## config.mk

```make
export PLATFORM = sky130hd
export DESIGN_NAME = sgdmac_read_mo
export DESIGN_NICKNAME = d
export VERILOG_FILES = /design/src/rtl/sgdmac_read_mo.sv
export SDC_FILE = /design/constraint.sdc
export NUM_CORES = 1
export LEC_CHECK = 0
export BUFFER_PORTS_ARGS = -buffer_cell sky130_fd_sc_hd__buf_2
export CORE_MARGIN = 1
export CORE_UTILIZATION = 57
export DETAILED_ROUTE_END_ITERATION = 10
export PLACE_DENSITY = 0.86
export REMOVE_ABC_BUFFERS = 1
export SKIP_LAST_GASP = 1
export SYNTH_ARGS = -nofsm -noshare
export SYNTH_HDL_FRONTEND = slang
export SYNTH_SLANG_ARGS = --single-unit
```

## constraint.sdc

```tcl
create_clock -name clk -period 13.4 [get_ports clk]
set_clock_uncertainty 0.1 [all_clocks]
set_input_delay 2.68 -clock clk [delete_from_list [all_inputs] [get_ports clk]]
set_output_delay 2.68 -clock clk [all_outputs]
set_load 0.05 [all_outputs]
```

## src/rtl/sgdmac_read_mo.sv

```systemverilog
// Scatter-gather DMA read mover: splits a byte-count command into AXI INCR read bursts
// that never cross 4 KB, bounded by outstanding-burst count and pre-reserved buffer space.
module sgdmac_read_mo #(
  parameter int         DATA_W          = 32,
  parameter int         MAX_BURST       = 16,
  parameter int         MAX_OUTSTANDING = 4,
  parameter int         FIFO_DEPTH      = 64,
  parameter logic [3:0] AXI_ID          = 4'h0
) (
  input  logic                          clk,
  input  logic                          rst_n,
  output logic [3:0]                    arid_o,
  output logic [31:0]                   araddr_o,
  output logic [3:0]                    arlen_o,
  output logic [2:0]                    arsize_o,
  output logic [1:0]                    arburst_o,
  output logic                          arvalid_o,
  input  logic                          arready_i,
  input  logic [3:0]                    rid_i,
  input  logic [DATA_W-1:0]             rdata_i,
  input  logic [1:0]                    rresp_i,
  input  logic                          rlast_i,
  input  logic                          rvalid_i,
  output logic                          rready_o,
  input  logic                          start_i,
  input  logic [47:0]                   cmd_i,
  output logic                          done_o,
  output logic                          err_o,
  input  logic [$clog2(FIFO_DEPTH):0]   fifo_free_i,
  output logic                          fifo_wren_o,
  output logic [DATA_W-1:0]             fifo_wdata_o
);

  localparam int BYTES = DATA_W / 8;
  localparam int LB    = $clog2(BYTES);
  localparam int OW    = $clog2(MAX_OUTSTANDING + 1);
  localparam int RW    = $clog2(MAX_OUTSTANDING * MAX_BURST + 1);

  typedef enum logic [1:0] {IDLE, ISSUE, DRAIN} state_t;

  state_t        state;
  logic [31:0]   addr;
  logic [15:0]   remaining;
  logic [OW-1:0] outstanding;
  logic [RW-1:0] reserved;
  logic          err;

  logic [12:0]   room_bytes;
  logic [12:0]   room_beats;
  logic [15:0]   blen;
  logic          can_issue;
  logic          ar_hs;
  logic          r_hs;
  logic [4:0]    ar_len;
  logic [15:0]   cmd_beats;
  logic          unused;

  assign room_bytes = 13'h1000 - {1'b0, addr[11:0]};
  assign room_beats = room_bytes >> LB;
  assign cmd_beats  = 16'(cmd_i[15:0] >> LB);

  always_comb begin
    blen = 16'(MAX_BURST);
    if (remaining < blen) blen = remaining;
    if ({3'b000, room_beats} < blen) blen = {3'b000, room_beats};
  end

  // A new AR is only launched when none is pending, so its fields stay frozen until arready.
  assign can_issue = (state == ISSUE) && !arvalid_o && (remaining != 16'd0) &&
                     (outstanding < OW'(MAX_OUTSTANDING)) && !err &&
                     (32'(fifo_free_i) >= 32'(reserved) + 32'(blen));

  assign ar_hs  = arvalid_o & arready_i;
  assign r_hs   = rvalid_i & rready_o;
  assign ar_len = {1'b0, arlen_o} + 5'd1;

  assign rready_o     = (outstanding != '0);
  assign fifo_wren_o  = r_hs & ~err & ~rresp_i[1];
  assign fifo_wdata_o = rdata_i;
  assign done_o       = (state == IDLE);
  assign err_o        = err;
  assign arid_o       = AXI_ID;
  assign arsize_o     = 3'(LB);
  assign arburst_o    = 2'b01;

  // Responses return in order, so the ID and the low response bit carry no information here.
  assign unused = &{1'b0, rid_i, rresp_i[0]};

  always_ff @(posedge clk or negedge rst_n) begin
    if (!rst_n) begin
      state       <= IDLE;
      addr        <= '0;
      remaining   <= '0;
      outstanding <= '0;
      reserved    <= '0;
      err         <= 1'b0;
      arvalid_o   <= 1'b0;
      araddr_o    <= '0;
      arlen_o     <= '0;
    end else begin
      outstanding <= outstanding + OW'(ar_hs) - OW'(r_hs & rlast_i);
      reserved    <= reserved + (ar_hs ? RW'(ar_len) : '0) - RW'(r_hs);
      if (r_hs && rresp_i[1]) err <= 1'b1;
      if (ar_hs) begin
        arvalid_o <= 1'b0;
        addr      <= addr + (32'(ar_len) << LB);
        remaining <= remaining - 16'(ar_len);
      end

      case (state)
        IDLE: begin
          if (start_i) begin
            addr      <= cmd_i[47:16] & ~32'(BYTES - 1);
            remaining <= cmd_beats;
            err       <= 1'b0;
            state     <= (cmd_beats == 16'd0) ? DRAIN : ISSUE;
          end
        end
        ISSUE: begin
          if (can_issue) begin
            arvalid_o <= 1'b1;
            araddr_o  <= addr;
            arlen_o   <= 4'(blen - 16'd1);
          end else if (!arvalid_o && ((remaining == 16'd0) || err)) begin
            state <= DRAIN;
          end
        end
        DRAIN: begin
          if ((outstanding == '0) && (reserved == '0)) state <= IDLE;
        end
        default: state <= IDLE;
      endcase
    end
  end

endmodule

```

[Word level (Yosys, flattened, before mapping)]
Index checks and enable logic that the tools add are counted.
Word-level totals
  register bits: 98
  input port bits: 99
  output and inout port bits: 82
  word-level logic and storage cells: 77
Cells by class
  add/sub/neg operators: 10
  order comparisons: 4
  eq/ne operators: 6
  mux-type cells: 21
  bitwise operators: 7
  reductions and logical operators: 20
Operator list (count)
  2-to-1 mux 32 bit: 3
  2-to-1 mux 16 bit: 5
  adder 32 x 7 -> 32 bit: 1
  zero test 16 bit: 2
  adder 7 x 16 -> 17 bit: 1
  greater-or-equal comparator 7 x 17 -> 1 bit: 1
  less-than comparator 11 x 16 -> 1 bit: 1
  less-than comparator 16 x 5 -> 1 bit, second input constant: 1
  nonzero test 16 bit: 1
  subtractor 16 x 5 -> 16 bit: 1
  subtractor 13 x 12 -> 13 bit, first input constant: 1
  2-to-1 mux 2 bit: 5
  logical AND 1 bit: 8
  adder 7 x 5 -> 7 bit: 1
  zero test 7 bit: 1
  subtractor 7 x 1 -> 7 bit: 1
  2-to-1 mux 1 bit: 6
  != test 2 bit, second input constant: 3
  case mux 2 bit (3 select lines): 1
  adder 4 x 1 -> 5 bit, second input constant: 1
  bitwise AND 1 bit: 5
  2-to-1 mux 5 bit: 1
  AND reduction 4 bit: 1
  subtractor 4 x 1 -> 4 bit, second input constant: 1
  13 further kinds: 15

[Longest topological paths before layout]
  depth in word-level cells: 9
  gate-level depth with buffers: 26
  mapped depth without buffers: 25

[Least setup slack after synthesis]
OpenSTA, ideal clock, no wires.
  kind: input to output
  from: in rvalid_i
  to: out fifo_wren_o
  arrival: 3985 ps
  data required time: 10620 ps
  slack: 6635 ps
  cell stages on the path: 2
  path buffers: 0
  cell sequence: and2_1 nor3b_1
Between the ends
  word-level cells in the longest chain between the ends: 3
RTL lines
  from (decl): RTL line 23  | input logic rvalid_i,
  bitwise AND 1 bit: RTL line 74  | assign r_hs = rvalid_i & rready_o;
  bitwise AND 1 bit (2 in series): RTL line 78  | assign fifo_wren_o = r_hs & ~err & ~rresp_i[1];
  to (decl): RTL line 30  | output logic fifo_wren_o,
No other way between the ends.

[Final worst setup path]
Ends and elaborated chain as after synthesis.

==> key figures <==
Setup path
  • Buffers plus inverters on the worst setup path: 2
  • Top cell by count, worst path: buf_2
  • CP max stage cell: buf_2
  • Worst setup EP type: primary output
  • CP cell instances: buf_2 > and2_1 > nor3b_1 > buf_2
  • Internal reg-to-reg setup slack: 7.34 ns
  • Req. time, crit path: 10.62 ns
  • Family with the most delay on the worst path: buffers and inverters
  • Worst Path Class, Setup: input pin to primary output
  • CP Launch Type: input pin
  • Worst Path Max Fanout: 3
  • Slowest stage delay, CP: 0.29 ns
  • Crit path DAT: 3.40 ns

GRT
  • Largest net degree at the start of global routing: 82
  • Met2 GRT Util: 46.6%
  • Vias in the first global route: 5116
  • Global-route wire length before repair: 25.2 mm
  • GRT Util Overall: 28.6%
  • Initial antenna violation count: 0
  • Grt met3 use: 11.0%
  • Met1 global-route usage: 34.6%
  • Congestion Overflow GR: 0
  • Top Usage Layer GRT: met2

Route
  • WL/cell: 17.5 microns
  • DR iter-0 viols: 227
  • Final WL: 15.5 mm
  • Via density: 5.70
  • Routed via count: 5069
  • Initial DRT Pass Iterations: 5
  • DRT antenna net count: 0
  • Drt drc: 0

Clock tree
  • CTS Root Cell: clkbuf_8
  • Post-cts sizing count: 0
  • H-tree depth: 3
  • Hold buffer count at CTS: 0
  • CTS tree: yes
  • CTS sink cnt: 94
  • Number of buffers created by CTS: 9
  • CTS max path bufs: 2
  • Clock latency on the worst-skew pair: 0.37 ns
  • Setup Buffers After CTS: 0
  • Clock-pin slew on the worst setup and hold paths: 0.09 ns

STA
  • RSZ-0062 raised after global routing: no
  • Worst-Margin Slew: 1.09 ns
  • Slew Limit Headroom: 26.4%
  • Setup_tns: 0 ns
  • Tmin final: 6.18 ns
  • Final worst-path cycle share: 46.1%
  • Final Slew Violations: 0
  • Hold Violations, Final: 0
  • Final Setup Violations: 0
  • FMAX: 0.162 GHz

Layout
  • Area delta synth->final: 8.60%
  • Layout cells sized above 1: 16.6%
  • Post-route insts no fill: 889
  • Multi-input combinational cell area: 3450 sq um
  • Filler cells: 885
  • Register area: 2350 sq um
  • Number of inserted diodes: 0
  • Nets: 900

Synth
  • Synth Area in XOR/XNOR: 8.54%
  • Most frequent cells after synthesis: dfrtp_1, nand2_1, ha_1
  • Largest family of logic cells by synthesized area: simple AND/OR/NAND/NOR gates
  • Simple-Gate Fraction of Synth Area: 16.2%
  • Post-synth EDFFs: 0
  • Top-area cell type share of the netlist area: 37.0%
  • Post-synthesis adder-cell area fraction: 11.8%
  • Most used DFF post-synth: dfrtp_1
  • Post-synthesis area per instance: 9.28 sq um
  • Seq/Total Area, Yosys: 37.0%
  • Post-synth ARST share: 100%
  • Ys Warns: 0
  • Synth Area in Compound Gates: 10.1%
  • Cells after Synth: 685
  • Mux cell area share after synthesis: 6.48%
  • Yosys cell types: 48
  • Top cells by area, synth: dfrtp_1, ha_1, buf_4
  • Cell area after synthesis: 6360 sq um
  • Synth area leader: dfrtp_1
  • Most frequent cell after synthesis: dfrtp_1
  • Yosys reg bits: 94

Power and ir drop
  • Pint: 1.00 mW
  • Flop pwr share: 27.9%
  • Pleak: 3.36 nW
  • Sw Pwr: 0.970 mW
  • Clock share of power: 11.7%
  • Worst VDD drop: 0.000157 V
  • Combinational share of power: 60.4%
  • P per Cell Area: 286 nW/um^2
  • Switching fraction of total power: 49.1%

Floorplan
  • Die area: 11600 sq um
  • I/O pins: 181
  • Die width: 108 microns
  • Initial Util: 58.6%
  • FP Rows: 38
  • Core region area: 10800 sq um
  • Die H: 108 microns

Placement
  • # placed instances: 873
  • Buffers on Ports: 96
  • RD Place Congestion: 0.954
  • HPWL after detailed placement: 11.8 mm

Hold path
  • HP Class: flop to flop

Job
  • Number of max-cap violations: 0

Outcome
  • Status: complete, no violations
-- placed cells by master, fill, tap and decap left out, types with 27 or more instances in the layout --
cell type / n
a21oi_1: 28
buf_2: 95
mux2_1: 27
nor2_1: 37
o21ai_0: 44
dfrtp_1: 94
xor2_1: 29
inv_1: 48
nand2_1: 71
ha_1: 52
xnor2_1: 33
-- worst paths after layout --
path / startpoint / endpoint / depth (start not counted)
worst max-delay path: rvalid_i / fifo_wren_o / 4
worst min-delay path: araddr_o[12] / araddr_o[12] / 1
worst max register to register: remaining[6] / araddr_o[16] / 23
worst min register to register: araddr_o[12] / araddr_o[12] / 1
max in group asynchronous: rst_n / arlen_o[2] / 2
min in group asynchronous: rst_n / reserved[0] / 1
-- metrics by stage --
| stage | power [mW] | cell area [sq um] | util, % | hold slack, ns | setup WS [ns] |
|---|---|---|---|---|---|
| floorplan | 1.45 | 5980 | - | 0.370 | 6.64 |
| global placement | 1.68 | 6660 | 61.4 | 0.365 | 7.25 |
| detailed placement | 1.74 | 6660 | 61.4 | 0.369 | 7.22 |
| CTS | 1.98 | 6900 | 63.7 | 0.391 | 7.21 |
| global route | 2.14 | 6900 | 63.7 | 0.411 | 6.85 |
| finish | 1.97 | 6900 | 63.7 | 0.387 | 7.22 |
-- power by group through the flow --
stage | Combinational [mW] | Sequential (mW) | Clock (mW)
floorplan | 0.765 | 0.687 | 0
global placement | 1.13 | 0.544 | 0
detailed placement | 1.19 | 0.554 | 0
CTS | 1.20 | 0.549 | 0.234
global route | 1.33 | 0.567 | 0.242
finish | 1.19 | 0.551 | 0.230
-- layer usage --
layer	share of wire, %	wire length, microns
met2	48	7390
met5	0.34	53
met4	1.7	263
met3	8.9	1380
met1	41	6440
-- cell type report --
cell class / instances / share of cell area [%]
timing repair buffer: 99 / 7.32
clock buffer: 9 / 1.79
multi-input combinational: 492 / 49.9
inverter: 48 / 2.61
sequential: 94 / 34.1
tap: 140 / 2.54
clock inverter: 7 / 1.74
-- state kept, by name, summed over array words and instances (netlist names) --
register     cells
outstanding      3
arvalid_o        1
state            2
remaining       16
addr            30
arlen_o          4
err_o            1
araddr_o        30
reserved         7
-- cell families (layout without fill, tap and decap cells) --
logic type,after synthesis,count (layout)
AO/OA/AOI/OAI,108,108
XOR/XNOR,62,62
adder cells (fa/ha/maj),57,57
buffers and inverters,114,163
flip-flops,94,94
multiplexers,37,37
other,2,17
AND/OR/NAND/NOR,211,211
Power figures use the tool's default switching activity.
